[src/rtl/phase_controller_pkg.sv]
// ---------------------------------------------------------------------------
// phase_controller_pkg
// Shared definitions for the five-phase instruction sequencer of the 16-bit
// core: the sequencer state enum, instruction field encodings, branch
// condition codes, phase strobe bit positions and decode helpers.
//
// Optional build macro: PHASE_CTRL_STEP_EN adds the PAUSE state used for
// single-stepping.
// ---------------------------------------------------------------------------
package phase_controller_pkg;

    typedef enum logic [3:0] {
        ST_IDLE,
        ST_P1,
        ST_P2,
        ST_P3,
        ST_P4,
        ST_P5,
        ST_HALT,
        ST_FAULT
`ifdef PHASE_CTRL_STEP_EN
        , ST_PAUSE
`endif
    } state_t;

    // Instruction format field (op1)
    localparam logic [1:0] OP1_LOAD   = 2'b00;
    localparam logic [1:0] OP1_STORE  = 2'b01;
    localparam logic [1:0] OP1_BRANCH = 2'b10;
    localparam logic [1:0] OP1_ALU    = 2'b11;

    // ALU operation field (op3); 0111 is unassigned, 1100..1111 are non-ALU
    localparam logic [3:0] OP3_ADD  = 4'b0000;
    localparam logic [3:0] OP3_SUB  = 4'b0001;
    localparam logic [3:0] OP3_AND  = 4'b0010;
    localparam logic [3:0] OP3_OR   = 4'b0011;
    localparam logic [3:0] OP3_XOR  = 4'b0100;
    localparam logic [3:0] OP3_CMP  = 4'b0101;
    localparam logic [3:0] OP3_MOV  = 4'b0110;
    localparam logic [3:0] OP3_RSV7 = 4'b0111;
    localparam logic [3:0] OP3_SLL  = 4'b1000;
    localparam logic [3:0] OP3_SLR  = 4'b1001;
    localparam logic [3:0] OP3_SRL  = 4'b1010;
    localparam logic [3:0] OP3_SRA  = 4'b1011;

    // Branch condition field
    localparam logic [2:0] COND_EQ = 3'b000;  // Z
    localparam logic [2:0] COND_LT = 3'b001;  // S^V
    localparam logic [2:0] COND_LE = 3'b010;  // Z|(S^V)
    localparam logic [2:0] COND_NE = 3'b011;  // ~Z

    // Bit positions inside the one-hot phase vector {P5,P4,P3,P2,P1}
    localparam int PH_P1 = 0;
    localparam int PH_P2 = 1;
    localparam int PH_P3 = 2;
    localparam int PH_P4 = 3;
    localparam int PH_P5 = 4;

    // Registered status outputs, all derived from the state being entered
    typedef struct packed {
        logic [4:0] phase;
        logic       running;
        logic       halted;
        logic       fault;
    } status_t;

    function automatic status_t status_of(state_t s);
        status_t st;
        // NOTE: every field gets a default first so no decode path leaves one unassigned.
        st = '0;
        case (s)
            ST_P1:    begin st.phase[PH_P1] = 1'b1; st.running = 1'b1; end
            ST_P2:    begin st.phase[PH_P2] = 1'b1; st.running = 1'b1; end
            ST_P3:    begin st.phase[PH_P3] = 1'b1; st.running = 1'b1; end
            ST_P4:    begin st.phase[PH_P4] = 1'b1; st.running = 1'b1; end
            ST_P5:    begin st.phase[PH_P5] = 1'b1; st.running = 1'b1; end
            ST_HALT:  st.halted = 1'b1;
            ST_FAULT: st.fault  = 1'b1;
            default:  st = '0;
        endcase
        return st;
    endfunction

    // ALU ops that update SZCV: ADD..MOV and SLL..SRA (0111 excluded)
    function automatic logic is_flag_op(logic [1:0] op1, logic [3:0] op3);
        return (op1 == OP1_ALU) && (op3 != OP3_RSV7) && (op3 <= OP3_SRA);
    endfunction

    // Register write-back: every ALU op except CMP, plus loads
    function automatic logic is_reg_write_op(logic [1:0] op1, logic [3:0] op3);
        return ((op1 == OP1_ALU) && (op3 != OP3_CMP) && (op3 <= OP3_SRA))
               || (op1 == OP1_LOAD);
    endfunction

endpackage

[src/rtl/branch_cond_eval.sv]
// ---------------------------------------------------------------------------
// branch_cond_eval
// Combinational branch-condition evaluator; also reused by the decoder for
// diagnostics.
//
// Ports:
//   szcv  in  4  flags {S,Z,C,V}
//   cond  in  3  condition code
//   taken out 1  condition true (unknown codes evaluate false)
// ---------------------------------------------------------------------------
module branch_cond_eval
    import phase_controller_pkg::*;
(
    input  logic [3:0] szcv,
    input  logic [2:0] cond,
    output logic       taken
);

    logic s;
    logic z;
    logic v;
    logic unused_carry;  // no supported condition looks at C

    assign s            = szcv[3];
    assign z            = szcv[2];
    assign unused_carry = szcv[1];
    assign v            = szcv[0];

    always_comb begin
        taken = 1'b0;
        case (cond)
            COND_EQ: taken = z;
            COND_LT: taken = s ^ v;
            COND_LE: taken = z | (s ^ v);
            COND_NE: taken = ~z;
            default: taken = 1'b0;
        endcase
    end

endmodule

[src/rtl/phase_controller.sv]
// ---------------------------------------------------------------------------
// phase_controller
// Multi-cycle sequencer for the 16-bit core. Steps each instruction through
// P1 fetch, P2 decode, P3 execute, P4 memory, P5 writeback; owns the SZCV
// flag register and resolves conditional branches from it.
//
// Optional build macro: PHASE_CTRL_STEP_EN adds the 'step' input and a PAUSE
// state entered after every P5; a step pulse resumes at P1.
//
// Ports:
//   clk, reset        core clock, synchronous active-high reset
//   start             pulse that leaves IDLE
//   ir_op1/op3/cond   instruction fields, valid from P2
//   is_branch         conditional branch, valid from P2
//   halt_req          HLT, sampled in P2
//   mem_req/mem_ready memory access request and completion handshake (P4)
//   alu_szcv          ALU flags, valid in P3
//   step              (PHASE_CTRL_STEP_EN only) resume from PAUSE
//   phase             registered one-hot {P5,P4,P3,P2,P1}
//   ir_we, pc_we, reg_we, flag_we   combinational write enables
//   szcv              latched flags
//   branch_taken      condition of ir_cond on szcv
//   running, halted, fault          registered status
// ---------------------------------------------------------------------------
module phase_controller
    import phase_controller_pkg::*;
#(
    parameter int unsigned MEM_TIMEOUT = 15,       // 1..15 stall cycles
    parameter logic [3:0]  RESET_FLAGS = 4'b0000
) (
    input  logic       clk,
    input  logic       reset,
    input  logic       start,
    input  logic [1:0] ir_op1,
    input  logic [3:0] ir_op3,
    input  logic [2:0] ir_cond,
    input  logic       is_branch,
    input  logic       halt_req,
    input  logic       mem_req,
    input  logic       mem_ready,
    input  logic [3:0] alu_szcv,
`ifdef PHASE_CTRL_STEP_EN
    input  logic       step,
`endif
    output logic [4:0] phase,
    output logic       ir_we,
    output logic       pc_we,
    output logic       reg_we,
    output logic       flag_we,
    output logic [3:0] szcv,
    output logic       branch_taken,
    output logic       running,
    output logic       halted,
    output logic       fault
);

    localparam logic [3:0] TIMEOUT_LIMIT = 4'(MEM_TIMEOUT);

    state_t     state;
    status_t    status;
    logic [3:0] timer;

    branch_cond_eval u_cond (
        .szcv  (szcv),
        .cond  (ir_cond),
        .taken (branch_taken)
    );

    assign phase   = status.phase;
    assign running = status.running;
    assign halted  = status.halted;
    assign fault   = status.fault;

    assign ir_we   = (state == ST_P1);
    assign flag_we = (state == ST_P3) && is_flag_op(ir_op1, ir_op3);
    assign reg_we  = (state == ST_P5) && is_reg_write_op(ir_op1, ir_op3);
    assign pc_we   = (state == ST_P1)
                     || ((state == ST_P5) && is_branch && branch_taken);

    // Status is loaded with the decode of the state being entered, so phase
    // and the flags always match the current state without a decode delay.
    always_ff @(posedge clk) begin
        // NOTE: non-blocking throughout so every branch sees pre-edge state.
        if (reset) begin
            state  <= ST_IDLE;
            status <= '0;
            timer  <= '0;
            szcv   <= RESET_FLAGS;
        end else begin
            if (flag_we) begin
                szcv <= alu_szcv;
            end

            case (state)
                ST_IDLE: begin
                    if (start) begin
                        state  <= ST_P1;
                        status <= status_of(ST_P1);
                    end
                end
                ST_P1: begin
                    state  <= ST_P2;
                    status <= status_of(ST_P2);
                end
                ST_P2: begin
                    if (halt_req) begin
                        state  <= ST_HALT;
                        status <= status_of(ST_HALT);
                    end else begin
                        state  <= ST_P3;
                        status <= status_of(ST_P3);
                    end
                end
                ST_P3: begin
                    state  <= ST_P4;
                    status <= status_of(ST_P4);
                end
                ST_P4: begin
                    // mem_ready is checked first so it wins over a timeout
                    // expiring in the same cycle.
                    if (!mem_req || mem_ready) begin
                        state  <= ST_P5;
                        status <= status_of(ST_P5);
                        timer  <= '0;
                    end else if (timer == TIMEOUT_LIMIT) begin
                        state  <= ST_FAULT;
                        status <= status_of(ST_FAULT);
                        timer  <= '0;
                    end else begin
                        timer <= timer + 4'd1;
                    end
                end
                ST_P5: begin
`ifdef PHASE_CTRL_STEP_EN
                    state  <= ST_PAUSE;
                    status <= status_of(ST_PAUSE);
`else
                    state  <= ST_P1;
                    status <= status_of(ST_P1);
`endif
                end
`ifdef PHASE_CTRL_STEP_EN
                ST_PAUSE: begin
                    if (step) begin
                        state  <= ST_P1;
                        status <= status_of(ST_P1);
                    end
                end
`endif
                ST_HALT, ST_FAULT: begin
                    // Sticky until reset; start is ignored.
                end
                default: begin
                    state  <= ST_IDLE;
                    status <= '0;
                    timer  <= '0;
                end
            endcase
        end
    end

endmodule
[config.mk]
export PLATFORM = sky130hd
export DESIGN_NAME = phase_controller
export DESIGN_NICKNAME = d
export VERILOG_FILES = /design/src/rtl/phase_controller_pkg.sv /design/src/rtl/branch_cond_eval.sv /design/src/rtl/phase_controller.sv
export SDC_FILE = /design/constraint.sdc
export NUM_CORES = 1
export LEC_CHECK = 0
export BUFFER_PORTS_ARGS = -buffer_cell sky130_fd_sc_hd__buf_2
export CORE_ASPECT_RATIO = 0.9
export CORE_MARGIN = 2
export CORE_UTILIZATION = 47
export DETAILED_ROUTE_END_ITERATION = 8
export PLACE_DENSITY = 0.77
export SYNTH_ARGS = -nofsm -noshare
export SYNTH_HDL_FRONTEND = slang
export SYNTH_HIERARCHICAL = 1
export SYNTH_SLANG_ARGS = --single-unit
[constraint.sdc]
create_clock -name clk -period 1.81 [get_ports clk]
set_input_delay 0.543 -clock clk [delete_from_list [all_inputs] [get_ports clk]]
set_output_delay 0.543 -clock clk [all_outputs]
set_load 0.05 [all_outputs]
==> results.json <==
{
  "yosys.area_share.adder_pct": 1.27,
  "grt_pass1_vias": 957,
  "final_util_pct": 71.3,
  "synth_compound_area_share_pct": 23.6,
  "gp_congestion": 0.776,
  "crit_type": "reg -> out",
  "holdPathStages": 2,
  "cp_data_arrival_time_ps": 1510,
  "placed_cells": 177,
  "postRouteAntennaNets": 0,
  "clkTransAtPathRegs_ps": 110,
  "wl_per_cell_um": 13.8,
  "syn_area_um2": 982,
  "rsz0062_at_grt": "yes",
  "period_share_pct": 114,
  "top_usage_layer": "met2",
  "fin_crit_ps": 2060,
  "synth_top_family_by_area": "simple AND/OR/NAND/NOR gates",
  "dp_hpwl_um": 1850,
  "drtIter0Drc": 25,
  "diodes": 0,
  "met3_usage_pct": 5.73,
  "dr.pass1.iters": 4,
  "io_pins": 37,
  "cp-end-kind": "primary output",
  "slew_headroom_pct": 61.5,
  "min_path_type": "reg -> reg",
  "routed_wl_um": 2520,
  "cts_sinks": 19,
  "syn_to_final_growth_pct": 41.8,
  "crit_fanout": 2,
  "synth_top_flop_cell": "dfxtp_1",
  "seq_area_frac_synth_pct": 38.7,
  "p_clk_share_pct": 16.1,
  "async_flop_share_pct": 0,
  "holdWs_ps": 464,
  "fin_setup_tns_ps": -607,
  "cp-start-kind": "flip-flop",
  "via_per_inst": 5.61,
  "clkLatencyLatePin_ps": 300,
  "maxCapViolCount": 0,
  "slowest_stage": "dfxtp_4",
  "layout.cells.non_filler": 183,
  "synthMuxAreaShare_pct": 4.08,
  "core_um2": 1950,
  "drive_above_1_share_pct": 43.7,
  "layout.nets": 180,
  "layout_commonest_cell": "buf_2",
  "groute.layer.met1.usage_pct": 22.6,
  "met2_usage_pct": 45.3,
  "grt_max_degree": 20,
  "synth.distinct_cells": 41,
  "intPower_uw": 767,
  "p_leak_uw": 0.000611,
  "critPathMaxStageDelay_ps": 360,
  "yosysWarnings": 6,
  "drv_slew": 0,
  "syn_nets": 137,
  "grt_overflow": 0,
  "hold_violations": 0,
  "start_util_pct": 50.3,
  "reg2regPathDepth": 5,
  "clockBufferDepth": 2,
  "skew_ps": 5.98,
  "yosys.area_share.simple_pct": 26.9,
  "critical_path_buf_inv_count": 1,
  "die_x_um": 52.2,
  "setup_viol": 4,
  "clockRootBuffer": "clkbuf_4",
  "final_cell_mix": "buf_2, nor2_1, a21oi_1, dfxtp_1, buf_4",
  "seq_power_share_pct": 37.8,
  "postCtsHoldBufs": 0,
  "synth-xor-area-share_pct": 0.892,
  "fmax_mhz": 486,
  "critPathTopFamily": "flip-flops",
  "track_usage_pct": 22.7,
  "peakVddDrop_mv": 0.729,
  "grt_pass1_wl_um": 3970,
  "num_rows": 15,
  "htree_levels": 1,
  "die_h_um": 47.4,
  "outcome": "finished, violations left",
  "cp.depth": 6,
  "antenna_found_initial": 0,
  "swShare_pct": 42.0,
  "tightestPinTransition_ps": 573,
  "synth_edf_count": 0,
  "netlist_instances": 116,
  "cts_buffers": 3,
  "cellPowerDensity_nw_per_um2": 949,
  "p_sw_uw": 554,
  "cts_tree": "done",
  "crit_chain": "xor2_2, nand3b_1, a31oi_4, nand2_2, a21oi_4, buf_6",
  "drcViolationCount": 0,
  "die-area_um2": 2470,
  "finalWorstSetupSlack_ps": -247,
  "combPwrFrac_pct": 46.1,
  "vias": 1026,
  "avgSynthCellArea_um2": 8.47,
  "ys_ff_latch": 19,
  "worst_ep_required_time_ps": 1270,
  "io_buffers": 36,
  "violations": "setup timing"
}
==> kinds of logic (layout without fill, tap and decap cells) <==
| logic type | count (synthesis) | count (layout) |
|---|---|---|
| and+or+nand+nor | 48 | 48 |
| AOI/OAI and AO/OA | 34 | 34 |
| DFF | 19 | 19 |
| buffers and inverters | 9 | 51 |
| muxes | 4 | 4 |
| adders and majority gates | 1 | 1 |
| xor gates and xnor gates | 1 | 1 |
==> layer usage <==
metal  up-vias  share of wire [%]
li1        512                  -
met1       489                 40
met2        20                 55
met3         5                3.8
met4         0                1.5
met5         -                  0
==> power groups by stage <==
stage | Combinational, uW | Clock [uW] | Sequential, uW
floorplan | 332 | 0 | 593
global placement | 547 | 0 | 495
detailed placement | 559 | 0 | 499
CTS | 589 | 221 | 491
global route | 650 | 238 | 507
finish | 609 | 212 | 500
==> stage by stage <==
stage	setup slack (ps)	area, um^2	total power [uW]
after floorplan	-382	1030	925
after global placement	-250	1260	1040
after detailed placement	-277	1260	1060
after CTS	-297	1350	1300
after global routing	-338	1390	1400
final	-247	1390	1320
==> flip-flops by register name, indices dropped and copies added (netlist names) <==
name	count
timer	4
state	3
szcv	4
halted	1
phase	5
running	1
fault	1
==> area by class of cell <==
cell class / instances / area [um^2]
Tap cell: 25 / 31.3
Timing Repair Buffer: 45 / 298
Fill cell: 159 / 559
Inverter: 2 / 7.51
Clock buffer: 3 / 22.5
Clock inverter: 1 / 5.00
Sequential cell: 19 / 395
Multi-Input combinational cell: 88 / 633
==> cell usage after synthesis (2+ instances only) <==
| library cell | count | area share, % |
|---|---|---|
| clkbuf_1 | 5 | 1.9 |
| nand3_1 | 3 | 1.5 |
| o21ai_0 | 5 | 2.5 |
| o211ai_1 | 2 | 1.5 |
| a21oi_1 | 15 | 7.6 |
| inv_1 | 2 | 0.76 |
| nor4_1 | 3 | 1.9 |
| nand2_1 | 7 | 2.7 |
| nor2b_1 | 3 | 1.9 |
| nor3_1 | 3 | 1.5 |
| dfxtp_1 | 19 | 39 |
| a32o_1 | 2 | 2.0 |
| mux2i_1 | 4 | 4.1 |
| nand2b_1 | 3 | 1.9 |
| nor2_1 | 14 | 5.4 |
==> what timing repair did <==
item                       in CTS  in global routing
setup endpoints to repair       5                  5
gates resized for setup        14                 10
pin swaps                       8                  4
buffers inserted                0                  2
==> worst register-to-register path, cell delays in order, from the launching register on <==
cell	delay (ps)
dfxtp_4	370
buf_4	170
or4bb_1	520
o211ai_2	220
and2b_1	200
a22o_1	150
==> worst paths after layout <==
kind             from        to  slack, ps
max           szcv[0]     pc_we       -250
min          phase[3]  phase[3]        460
max reg2reg  state[0]   running        140
min reg2reg  phase[3]  phase[3]        460
Power figures use the tool's default switching activity.
